==> config.mk <==
export PLATFORM = sky130hd
export DESIGN_NAME = stream_mux_rr
export DESIGN_NICKNAME = d
export VERILOG_FILES = /design/src/rtl/stream_mux_rr.sv
export SDC_FILE = /design/constraint.sdc
export NUM_CORES = 1
export LEC_CHECK = 0
export BUFFER_PORTS_ARGS = -buffer_cell sky130_fd_sc_hd__buf_2
export CAP_MARGIN = 20
export CELL_PAD_IN_SITES_DETAIL_PLACEMENT = 1
export CELL_PAD_IN_SITES_GLOBAL_PLACEMENT = 2
export CORE_MARGIN = 2
export CORE_UTILIZATION = 25
export DETAILED_ROUTE_END_ITERATION = 8
export GPL_TIMING_DRIVEN = 0
export PLACE_DENSITY = 0.87
export RECOVER_POWER = 50
export SYNTH_ARGS = -nofsm -noshare
export SYNTH_HDL_FRONTEND = slang
export SYNTH_SLANG_ARGS = --single-unit
==> constraint.sdc <==
create_clock -name clk -period 2.8 [get_ports clk]
set_input_delay 0.14 -clock clk [delete_from_list [all_inputs] [get_ports clk]]
set_output_delay 0.14 -clock clk [all_outputs]
set_load 0.05 [all_outputs]
==> src/rtl/stream_mux_rr.sv <==
// stream_mux_rr: N-channel, WIDTH-bit valid/ready stream multiplexer with a
// registered output stage. Selection is either fixed (external sel) or
// round-robin arbitration; one cycle of latency, one beat per cycle.
//
// Optional feature macro: STREAM_MUX_PKT_LOCK_EN
//   Adds in_last/out_last and holds round-robin arbitration on a channel
//   until the beat carrying in_last=1 has been transferred.
//
// Ports:
//   clk        rising-edge clock
//   rst        synchronous active-high reset
//   in_data    CH*WIDTH packed channel data, channel i at [i*WIDTH +: WIDTH]
//   in_valid   per-channel valid
//   in_ready   per-channel ready (combinational, one-hot or zero)
//   in_last    per-channel end-of-packet      (lock build only)
//   mode       0 = fixed select, 1 = round-robin
//   sel        channel select for fixed mode; values >= CH select nothing
//   out_data   registered output data
//   out_valid  output register holds a beat
//   out_ready  consumer accepts the held beat
//   out_last   registered end-of-packet       (lock build only)
//   grant      source channel of the held beat
module stream_mux_rr #(
  parameter int unsigned WIDTH = 8,
  parameter int unsigned CH    = 4,
  parameter int unsigned SELW  = $clog2(CH)
) (
  input  logic                clk,
  input  logic                rst,
  input  logic [CH*WIDTH-1:0] in_data,
  input  logic [CH-1:0]       in_valid,
  output logic [CH-1:0]       in_ready,
`ifdef STREAM_MUX_PKT_LOCK_EN
  input  logic [CH-1:0]       in_last,
  output logic                out_last,
`endif
  input  logic                mode,
  input  logic [SELW-1:0]     sel,
  output logic [WIDTH-1:0]    out_data,
  output logic                out_valid,
  input  logic                out_ready,
  output logic [SELW-1:0]     grant
);

  logic [WIDTH-1:0] ch_data [CH];
  logic [SELW-1:0]  ptr;
  logic [SELW-1:0]  ptr_nxt;
  logic [SELW-1:0]  rr_idx;
  logic             rr_found;
  logic [SELW-1:0]  chosen;
  logic             chosen_ok;
  logic             load;
  logic             xfer;
  logic             rr_adv;

`ifdef STREAM_MUX_PKT_LOCK_EN
  logic             locked;
  logic [SELW-1:0]  lock_ch;
`endif

  // Unpack the flat input bus into per-channel words.
  for (genvar g = 0; g < CH; g++) begin : g_unpack
    assign ch_data[g] = in_data[g*WIDTH +: WIDTH];
  end

  // Round-robin scan: walk offsets from farthest to nearest so the channel
  // closest to ptr (in wrap order) is the last, and winning, assignment.
  always_comb begin
    int unsigned idx;
    rr_found = 1'b0;
    rr_idx   = '0;
    idx      = 0;
    for (int unsigned k = 0; k < CH; k++) begin
      idx = 32'(ptr) + (CH - 1 - k);
      if (idx >= CH) idx = idx - CH;
      if (in_valid[SELW'(idx)]) begin
        rr_found = 1'b1;
        rr_idx   = SELW'(idx);
      end
    end
  end

  // Channel selection for this cycle.
  always_comb begin
    chosen    = sel;
    chosen_ok = (32'(sel) < CH);
    if (mode) begin
      chosen    = rr_idx;
      chosen_ok = rr_found;
`ifdef STREAM_MUX_PKT_LOCK_EN
      // Mid-packet: stay on the locked channel regardless of other requests.
      if (locked) begin
        chosen    = lock_ch;
        chosen_ok = 1'b1;
      end
`endif
    end
  end

  assign load = !out_valid | out_ready;
  assign xfer = chosen_ok & in_valid[chosen] & load & !rst;

  // Explicit wrap keeps the pointer legal for non-power-of-two CH.
  assign ptr_nxt = (chosen == SELW'(CH - 1)) ? '0 : chosen + SELW'(1);

`ifdef STREAM_MUX_PKT_LOCK_EN
  assign rr_adv = in_last[chosen];
`else
  assign rr_adv = 1'b1;
`endif

  // Ready is offered only to the chosen channel, and never during reset.
  always_comb begin
    in_ready = '0;
    if (!rst && chosen_ok && load) in_ready[chosen] = 1'b1;
  end

  // Output register and arbitration pointer.
  always_ff @(posedge clk) begin
    if (rst) begin
      out_data  <= '0;
      out_valid <= 1'b0;
      grant     <= '0;
      ptr       <= '0;
    end else begin
      if (xfer) begin
        out_data  <= ch_data[chosen];
        grant     <= chosen;
        out_valid <= 1'b1;
      end else if (out_ready) begin
        out_valid <= 1'b0;
      end
      if (xfer && mode && rr_adv) ptr <= ptr_nxt;
    end
  end

`ifdef STREAM_MUX_PKT_LOCK_EN
  // Packet lock and registered end-of-packet flag.
  always_ff @(posedge clk) begin
    if (rst) begin
      locked   <= 1'b0;
      lock_ch  <= '0;
      out_last <= 1'b0;
    end else begin
      if (xfer) out_last <= in_last[chosen];
      if (!mode) begin
        locked <= 1'b0;
      end else if (xfer) begin
        locked  <= !in_last[chosen];
        lock_ch <= chosen;
      end
    end
  end
`endif

endmodule

==> results of run 1 <==
==> power by group <==
group          switching [mW]  internal, mW  leakage, nW  total, mW
registers              0.0133         0.209        0.107      0.223
logic                   0.217         0.123        0.556      0.340
clock network          0.0721         0.101       0.0228      0.173
total                   0.302         0.433        0.686      0.736
==> per-layer routing <==
layer,GRT usage,wire [µm],part of all wire,up-vias
met5,0,0,0,-
met4,0.0123,6,0.0017,0
met3,0.0331,166,0.047,2
met2,0.248,1830,0.52,39
met1,0.167,1500,0.43,562
li1,-,-,-,589
==> cell type report <==
class,count,area [µm²],share of cell area
inverters,6,27.5,0.0175
repair buffers,54,256,0.163
well taps,54,67.6,0.0430
plain buffers,8,70.1,0.0446
clock buffers,4,45.0,0.0287
multi-input cells,98,843,0.537
flip-flops and latches,13,260,0.166
==> cell families after synthesis <==
| logic type | share of synthesized area |
|---|---|
| AOI/OAI and AO/OA | 0.271 |
| adders and majority gates | 0.0421 |
| buffers and inverters | 0.0820 |
| DFF | 0.219 |
| muxes | 0.254 |
| and+or+nand+nor | 0.131 |
==> worst max-delay path: cells and delay by family, from the launching register on <==
family                     cells  cell delay, ns
buffers and inverters          4            0.66
AOI/OAI and AO/OA              2            0.65
and+or+nand+nor                1            0.13
DFF                            1            0.32
adders and majority gates      1            0.23
muxes                          1            0.22
==> sequential cells by signal, indices dropped and copies added, names as in the netlist <==
register	flops
out_valid	1
out_data	8
ptr	2
grant	2
==> repair_timing <==
item | in CTS | in global routing
resized for setup | 0 | 1
setup endpoints to repair | 0 | 2
setup buffers | 0 | 0
==> through the flow <==
stage	instances	hold WS, ns	utilization
after floorplan	125	0.209	-
after global placement	233	0.414	0.328
after detailed placement	233	0.421	0.328
after CTS	237	0.158	0.337
after global routing	237	0.171	0.337
final	237	0.160	0.337
==> worst max path at each step <==
stage	from	endpoint	slack, ns	cells past startpoint
4_1_cts	ptr[1]$_SDFFE_PP0P_	in_ready[2]	0.08	9
3_5_place_dp	ptr[1]$_SDFFE_PP0P_	out_valid$_SDFFE_PP0P_	0.36	9
6_report	ptr[1]$_SDFFE_PP0P_	in_ready[2]	0.20	9
5_1_grt	ptr[1]$_SDFFE_PP0P_	in_ready[0]	0.06	9
3_3_place_gp	ptr[1]$_SDFFE_PP0P_	in_ready[2]	0.40	9
2_1_floorplan	ptr[1]$_SDFFE_PP0P_	in_ready[3]	0.62	8
==> placed cells by master (no fill, tap or decap), types with 3 or more instances in the layout <==
master	netlist	layout
buf_2	1	44
mux2i_1	19	19
clkbuf_1	2	14
dfxtp_1	13	13
o311ai_0	8	8
o21ai_2	8	8
o21ai_0	6	6
mux2_2	6	6
and2_1	5	5
nand2_1	5	5
a21oi_1	4	4
inv_1	4	4
nor2_1	4	4
ha_1	4	4
nand2b_1	3	3
mux2_4	3	3
clkbuf_8	0	3
==> results.sh, run 1 <==
export IMPL_max_freq_ghz=0.384
export IMPL_final_nets=230
export IMPL_hold_violations=0
export IMPL_worst_setup_path_type="reg2out"
export IMPL_area_growth_pct=32.0
export IMPL_cts_sinks=13
export IMPL_postLayoutCellArea_mm2=0.00157
export IMPL_antenna_cells=0
export IMPL_maxCapViolCount=0
export IMPL_drtIter0Drc=64
export IMPL_grt_pass1_wl_um=5730
export IMPL_die_y_um=73.0
export IMPL_cpMaxStageDelayCell="o32ai_4"
export IMPL_track_usage=0.136
export IMPL_r2r_end="out_data[3]$_SDFFE_PP0P_"
export IMPL_crit_path_max_incr_delay_ns=0.46
export IMPL_cp_common_cell="buf_2"
export IMPL_ys_ff_latch=13
export IMPL_synth_area_top_cells="dfxtp_1 22%, mux2i_1 16%, o21ai_2 5.9%"
export IMPL_cts_buffers=3
export IMPL_dp_hpwl_um=2620
export IMPL_rr_startpoint="ptr[1]$_SDFFE_PP0P_"
export IMPL_num_vias=1192
export IMPL_clkTransAtPathRegs_ns=0.06
export IMPL_p_leak_nw=0.686
export IMPL_cts_root_buf="clkbuf_8"
export IMPL_die_area_mm2=0.00533
export IMPL_grt_pass1_vias=1160
export IMPL_worst_slack_ns=0.195
export IMPL_worst_r2r_path_depth=8
export IMPL_synth_commonest_cells="19 x mux2i_1, 13 x dfxtp_1, 8 x o21ai_2, 8 x o311ai_0"
export IMPL_relSlewSlack=0.442
export IMPL_syn_nets=171
export IMPL_async_flop_share=0
export IMPL_initial_core_util=0.255
export IMPL_arrival_ns=2.46
export IMPL_clockBufferDepth=2
export IMPL_hold_depth=2
export IMPL_drive_above_1_share=0.415
export IMPL_path_max_fanout=11
export IMPL_place_ws_ns=0.362
export IMPL_drt_pass1_iterations=3
export IMPL_power_density_mw_per_mm2=468
export IMPL_placed_area_mm2=0.00153
export IMPL_boundaryPins=57
export IMPL_cp_start_kind="register"
export IMPL_cts_max_level=1
export IMPL_core_mm2=0.00466
export IMPL_slew_violations=0
export IMPL_rrSetupSlack_ns=0.40
export IMPL_routedWlPerCell_um=14.8
export IMPL_hp_class="in2reg"
export IMPL_worstHoldStart="rst"
export IMPL_worstPathCellList="buf_6, mux2i_1, o21ai_0, o32ai_4, inv_2, buf_2, ha_1, and2_1, buf_2"
export IMPL_vias_per_cell=5.03
export IMPL_yosys_most_used_dff="dfxtp_1"
export IMPL_peakVddDrop_mv=0.199
export IMPL_drc=0
export IMPL_ant_nets=0
export IMPL_place_congestion=0.722
export IMPL_finalSetupViolations=0
export IMPL_holdBufCountCts=0
export IMPL_antenna_found_initial=0
export IMPL_ys_seq_area_frac=0.219
export IMPL_synthDistinctLibCells=40
export IMPL_clock_latency_ns=0.24
export IMPL_finalCritPeriodShare=0.930
export IMPL_fillCellCount=559
export IMPL_avgSynthCellArea_um2=9.52
export IMPL_grt_max_degree=12
export IMPL_finalSetupTns_ns=0
export IMPL_outcome="complete, no violations"
export IMPL_p_total_mw=0.736
export IMPL_die_w_um=73.0
export IMPL_post_synth_top_area_fraction=0.219
export IMPL_critPathRequiredTime_ns=2.66
export IMPL_synth_edff_count=0
export IMPL_rsz0062_at_grt="false"
export IMPL_tightest_slew_ns=0.832
export IMPL_routed_wirelength_um=3500
export IMPL_cts_tree="done"
export IMPL_row_count=25
export IMPL_gr_total_overflow=0
export IMPL_yosysTopAreaCell="dfxtp_1"
export IMPL_netlist_instances=125
export IMPL_cp_end_kind="output port"
export IMPL_fin_crit_ns=2.60
export IMPL_synth_cell_area_mm2=0.00119
export IMPL_finClkSkew_ns=0.00382
export IMPL_placement_io_buffers=54
export IMPL_ys_warnings_count=0
export IMPL_hold_end="grant[1]$_SDFFE_PP0P_"
export IMPL_yosysMostFrequentCell="mux2i_1"
(Power assumes the default switching activity.)
==> inputs of run 2 (changes only) <==
CORE_MARGIN = 8   (was 2)
CTS_BUF_LIST = sky130_fd_sc_hd__clkbuf_8 sky130_fd_sc_hd__clkbuf_16   (was unset)
SETUP_SLACK_MARGIN = 0.05   (was unset)
==> run 2 against run 1 <==
Net effect:
- maximum frequency rose by 1.7%
- utilization barely moved
- clock power barely moved
- hold slack got worse by 0.0085 ns
- non-clock buffer count did not move
- clock skew rose by 0.0025 ns
- routed wire length rose by 3.3%
- global-route usage fell by 3.3 points
- first-iteration DRC count fell by 34%
- largest power group unchanged
==> results.sh, run 2 (synthesis results as in run 1) <==
export IMPL_outcome="complete, no violations"
export IMPL_routedWlPerCell_um=15.3
export IMPL_die_y_um=85.0
export IMPL_cts_resized=0
export IMPL_antenna_found_initial=0
export IMPL_die_w_um=85.0
export IMPL_drtIter0Drc=42
export IMPL_maxCapViolCount=0
export IMPL_final_nets=230
export IMPL_arrival_ns=2.42
export IMPL_gr_total_overflow=0
export IMPL_placement_io_buffers=54
export IMPL_finalCritPeriodShare=0.915
export IMPL_drc=0
export IMPL_critPathRequiredTime_ns=2.66
export IMPL_peakVddDrop_mv=0.191
export IMPL_layoutNonFillerInstCount=237
export IMPL_rsz0062_at_grt="false"
export IMPL_cts_sinks=13
export IMPL_num_vias=1175
export IMPL_grt_pass1_vias=1311
export IMPL_place_congestion=0.759
export IMPL_tightest_slew_ns=0.774
export IMPL_p_total_mw=0.732
export IMPL_row_count=25
export IMPL_holdBufCountCts=0
export IMPL_p_leak_nw=0.689
export IMPL_finalSetupTns_ns=0
export IMPL_drt_pass1_iterations=4
export IMPL_power_density_mw_per_mm2=466
export IMPL_ant_nets=0
export IMPL_cts_setup_buffers=0
export IMPL_fillCellCount=553
export IMPL_cts_buffers=3
export IMPL_vias_per_cell=4.96
export IMPL_placed_area_mm2=0.00153
export IMPL_fin_crit_ns=2.56
export IMPL_relSlewSlack=0.481
export IMPL_core_mm2=0.00466
export IMPL_cts_max_level=1
export IMPL_antenna_cells=0
export IMPL_slew_violations=0
export IMPL_final_cell_mix="44 x buf_2, 19 x mux2i_1, 13 x clkbuf_1, 13 x dfxtp_1"
export IMPL_cts_tree="done"
export IMPL_max_freq_ghz=0.390
export IMPL_track_usage=0.103
export IMPL_cp_end_kind="output port"
export IMPL_postLayoutCellArea_mm2=0.00157
export IMPL_final_common_cell="buf_2"
export IMPL_drive_above_1_share=0.421
export IMPL_clockBufferDepth=2
export IMPL_routed_wirelength_um=3620
export IMPL_clkTransAtPathRegs_ns=0.06
export IMPL_hold_violations=0
export IMPL_largest_register_ffs=8
export IMPL_max_flop_register="out_data"
export IMPL_top_regs="out_data: 8 flops, grant: 2 flops, ptr: 2 flops"
export IMPL_cts_root_buf="clkbuf_8"
export IMPL_worst_setup_path_type="reg2out"
export IMPL_clock_latency_ns=0.25
export IMPL_die_area_mm2=0.00722
export IMPL_grt_pass1_wl_um=6240
export IMPL_area_growth_pct=32.1
export IMPL_initial_core_util=0.255
export IMPL_cp_start_kind="register"
export IMPL_finalSetupViolations=0
export IMPL_hp_class="in2reg"
export IMPL_finClkSkew_ns=0.00636
export IMPL_dp_hpwl_um=2890
export IMPL_hold_ws_ns=0.152
export IMPL_path_max_fanout=11
export IMPL_grt_max_degree=12
export IMPL_boundaryPins=57
export IMPL_dp_cells=233
[run 2: where the power goes]
group / total (mW) / switching (mW) / internal [mW] / leakage, nW
logic: 0.339 / 0.216 / 0.123 / 0.556
registers: 0.222 / 0.0126 / 0.209 / 0.107
clock network: 0.171 / 0.0730 / 0.0984 / 0.0255
[run 2: path summary, 6_finish.rpt]
path | end | depth (start not counted) | from | slack (ns)
hold / removal | grant[1]$_SDFFE_PP0P_ | 2 | rst | 0.15
hold reg to reg | grant[0]$_SDFFE_PP0P_ | 2 | grant[0]$_SDFFE_PP0P_ | 0.49
setup reg to reg | out_valid$_SDFFE_PP0P_ | 9 | ptr[1]$_SDFFE_PP0P_ | 0.46
setup / recovery | in_ready[2] | 9 | ptr[1]$_SDFFE_PP0P_ | 0.24
[run 2: cell type report]
type	instances	area (µm²)	share of cell area
inverters	6	27.5	0.0175
flip-flops and latches	13	260	0.166
plain buffers	8	70.1	0.0446
clock buffers	3	41.3	0.0263
clock inverters	1	5.00	0.00318
multi-input cells	98	843	0.537
well taps	54	67.6	0.0430
repair buffers	54	256	0.163
[run 2: worst max-delay path, cell delays in order (launching register included)]
cell and delay (ns):
dfxtp_1 0.32, buf_6 0.13, mux2i_1 0.23, o21ai_0 0.16, o32ai_4 0.45, inv_2 0.08, buf_2 0.24, ha_1 0.22
and2_1 0.13, buf_2 0.21
[run 2: metal layers]
layer	track usage	vias to the layer above	share of wire
li1	-	587	-
met1	0.121	550	0.43
met2	0.173	35	0.48
met3	0.0463	3	0.085
met4	0.00971	0	0.0036
met5	0	-	0
[run 2: through the flow]
stage	utilization	setup WS [ns]
after floorplan	-	0.624
after global placement	0.328	0.410
after detailed placement	0.328	0.316
after CTS	0.338	0.0724
after global routing	0.337	0.0724
final	0.337	0.239
==> inputs of run 3 (changes only) <==
PLACE_DENSITY = 0.88   (was 0.87)
==> run 3 against run 2 <==
Net effect:
- largest cell class unchanged
- setup slack better by 0.010 ns
- sequential cell count unchanged
- maximum frequency up 0.40%
- largest power group unchanged
- combinational power about the same
- critical path depth unchanged
- sequential power about the same
- highest routed layer unchanged
==> results.sh, run 3 (synthesis results as in run 1) <==
export IMPL_outcome="complete, no violations"
export IMPL_area_growth_pct=32.0
export IMPL_clockBufferDepth=2
export IMPL_gr_total_overflow=0
export IMPL_maxCapViolCount=0
export IMPL_final_common_cell="buf_2"
export IMPL_place_congestion=0.833
export IMPL_largest_register_ffs=8
export IMPL_grt_pass1_wl_um=6460
export IMPL_fillCellCount=562
export IMPL_cp_common_cell="buf_2"
export IMPL_cp_start_kind="register"
export IMPL_drc=0
export IMPL_critPathRequiredTime_ns=2.66
export IMPL_routedWlPerCell_um=15.5
export IMPL_path_max_fanout=11
export IMPL_max_freq_ghz=0.392
export IMPL_arrival_ns=2.41
export IMPL_grt_busiest_layer="met2"
export IMPL_cts_sinks=13
export IMPL_die_w_um=85.0
export IMPL_rsz0062_at_grt="false"
export IMPL_peakVddDrop_mv=0.193
export IMPL_regArea_um2=260
export IMPL_finalSetupViolations=0
export IMPL_top_regs="out_data: 8 flops, grant: 2 flops, ptr: 2 flops"
export IMPL_placed_area_mm2=0.00153
export IMPL_cpMaxStageDelayCell="o32ai_4"
export IMPL_crit_path_max_incr_delay_ns=0.45
export IMPL_holdBufCountCts=0
export IMPL_layoutNonFillerInstCount=237
export IMPL_antenna_cells=0
export IMPL_hp_class="in2reg"
export IMPL_cts_resized=0
export IMPL_use_met1=0.120
export IMPL_row_count=25
export IMPL_core_mm2=0.00466
export IMPL_num_vias=1166
export IMPL_ant_nets=0
export IMPL_path_delay_family="buffers and inverters"
export IMPL_post_route_util=0.337
export IMPL_dp_cells=233
export IMPL_grtUsageMet2=0.194
export IMPL_cts_setup_buffers=0
export IMPL_grt_max_degree=12
export IMPL_power_density_mw_per_mm2=461
export IMPL_placement_io_buffers=54
export IMPL_fin_crit_ns=2.55
export IMPL_cts_buffers=3
export IMPL_dp_hpwl_um=2970
export IMPL_met3_usage=0.0290
export IMPL_drive_above_1_share=0.415
export IMPL_cts_tree="done"
export IMPL_antenna_found_initial=0
export IMPL_multiInputGateArea_um2=843
export IMPL_clock_latency_ns=0.24
export IMPL_track_usage=0.107
export IMPL_worst_setup_path_type="reg2out"
export IMPL_clkTransAtPathRegs_ns=0.06
export IMPL_cts_max_level=1
export IMPL_routed_wirelength_um=3670
export IMPL_die_area_mm2=0.00722
export IMPL_finalCritPeriodShare=0.911
export IMPL_hold_violations=0
export IMPL_cp_end_kind="output port"
export IMPL_cp_buffers_inverters=4
export IMPL_slew_violations=0
export IMPL_final_nets=230
export IMPL_initial_core_util=0.255
export IMPL_relSlewSlack=0.450
export IMPL_max_flop_register="out_data"
export IMPL_hold_ws_ns=0.177
export IMPL_grt_pass1_vias=1368
export IMPL_drt_pass1_iterations=4
export IMPL_final_cell_mix="44 x buf_2, 19 x mux2i_1, 13 x clkbuf_1, 13 x dfxtp_1"
export IMPL_p_leak_nw=0.690
export IMPL_boundaryPins=57
export IMPL_cts_root_buf="clkbuf_8"
export IMPL_vias_per_cell=4.92
export IMPL_die_y_um=85.0
export IMPL_tightest_slew_ns=0.821
export IMPL_drtIter0Drc=49
export IMPL_postLayoutCellArea_mm2=0.00157
export IMPL_finalSetupTns_ns=0
export IMPL_worstPathCellList="buf_6, mux2i_1, o21ai_0, o32ai_4, inv_2, buf_2, ha_1, and2_1, buf_2"
export IMPL_finClkSkew_ns=0.00261
run 3: metal layers:
metal,vias up,share of wire
li1,591,-
met5,-,0
met1,541,0.42
met3,2,0.059
met4,0,0.0044
met2,32,0.51
run 3: power breakdown:
group | switching (mW) | internal (mW) | leakage [nW]
registers | 0.0133 | 0.209 | 0.107
clock network | 0.0658 | 0.0967 | 0.0269
logic | 0.216 | 0.123 | 0.556
run 3: stage by stage:
step,power (mW),setup WS (ns)
4_1_cts,0.743,0.0775
6_report,0.724,0.249
5_1_grt,0.774,0.0863
3_5_place_dp,0.573,0.355
2_1_floorplan,0.478,0.624
3_3_place_gp,0.567,0.431
run 3: final timing paths:
kind	cells past startpoint	end	slack, ns	startpoint
min reg2reg	2	grant[0]$_SDFFE_PP0P_	0.49	grant[0]$_SDFFE_PP0P_
max	9	in_ready[0]	0.25	ptr[1]$_SDFFE_PP0P_
min	2	grant[0]$_SDFFE_PP0P_	0.18	rst
max reg2reg	8	out_data[2]$_SDFFE_PP0P_	0.48	ptr[1]$_SDFFE_PP0P_
run 3: worst register-to-register path: stages, from the launching register on:
cell and delay [ns]:
dfxtp_1 0.30, buf_6 0.13, and3b_1 0.22, and2_1 0.18
o41a_4 0.48, a211oi_4 0.45, or3_1 0.20, buf_6 0.15
o21ai_2 0.07
run 3: cell type report:
type | count | share of cell area
buffer | 8 | 0.0446
clock buffer | 3 | 0.0263
clock inverter | 1 | 0.00239
inverter | 6 | 0.0175
multi-input combinational | 98 | 0.537
sequential | 13 | 0.166
tap | 54 | 0.0430
timing repair buffer | 54 | 0.163
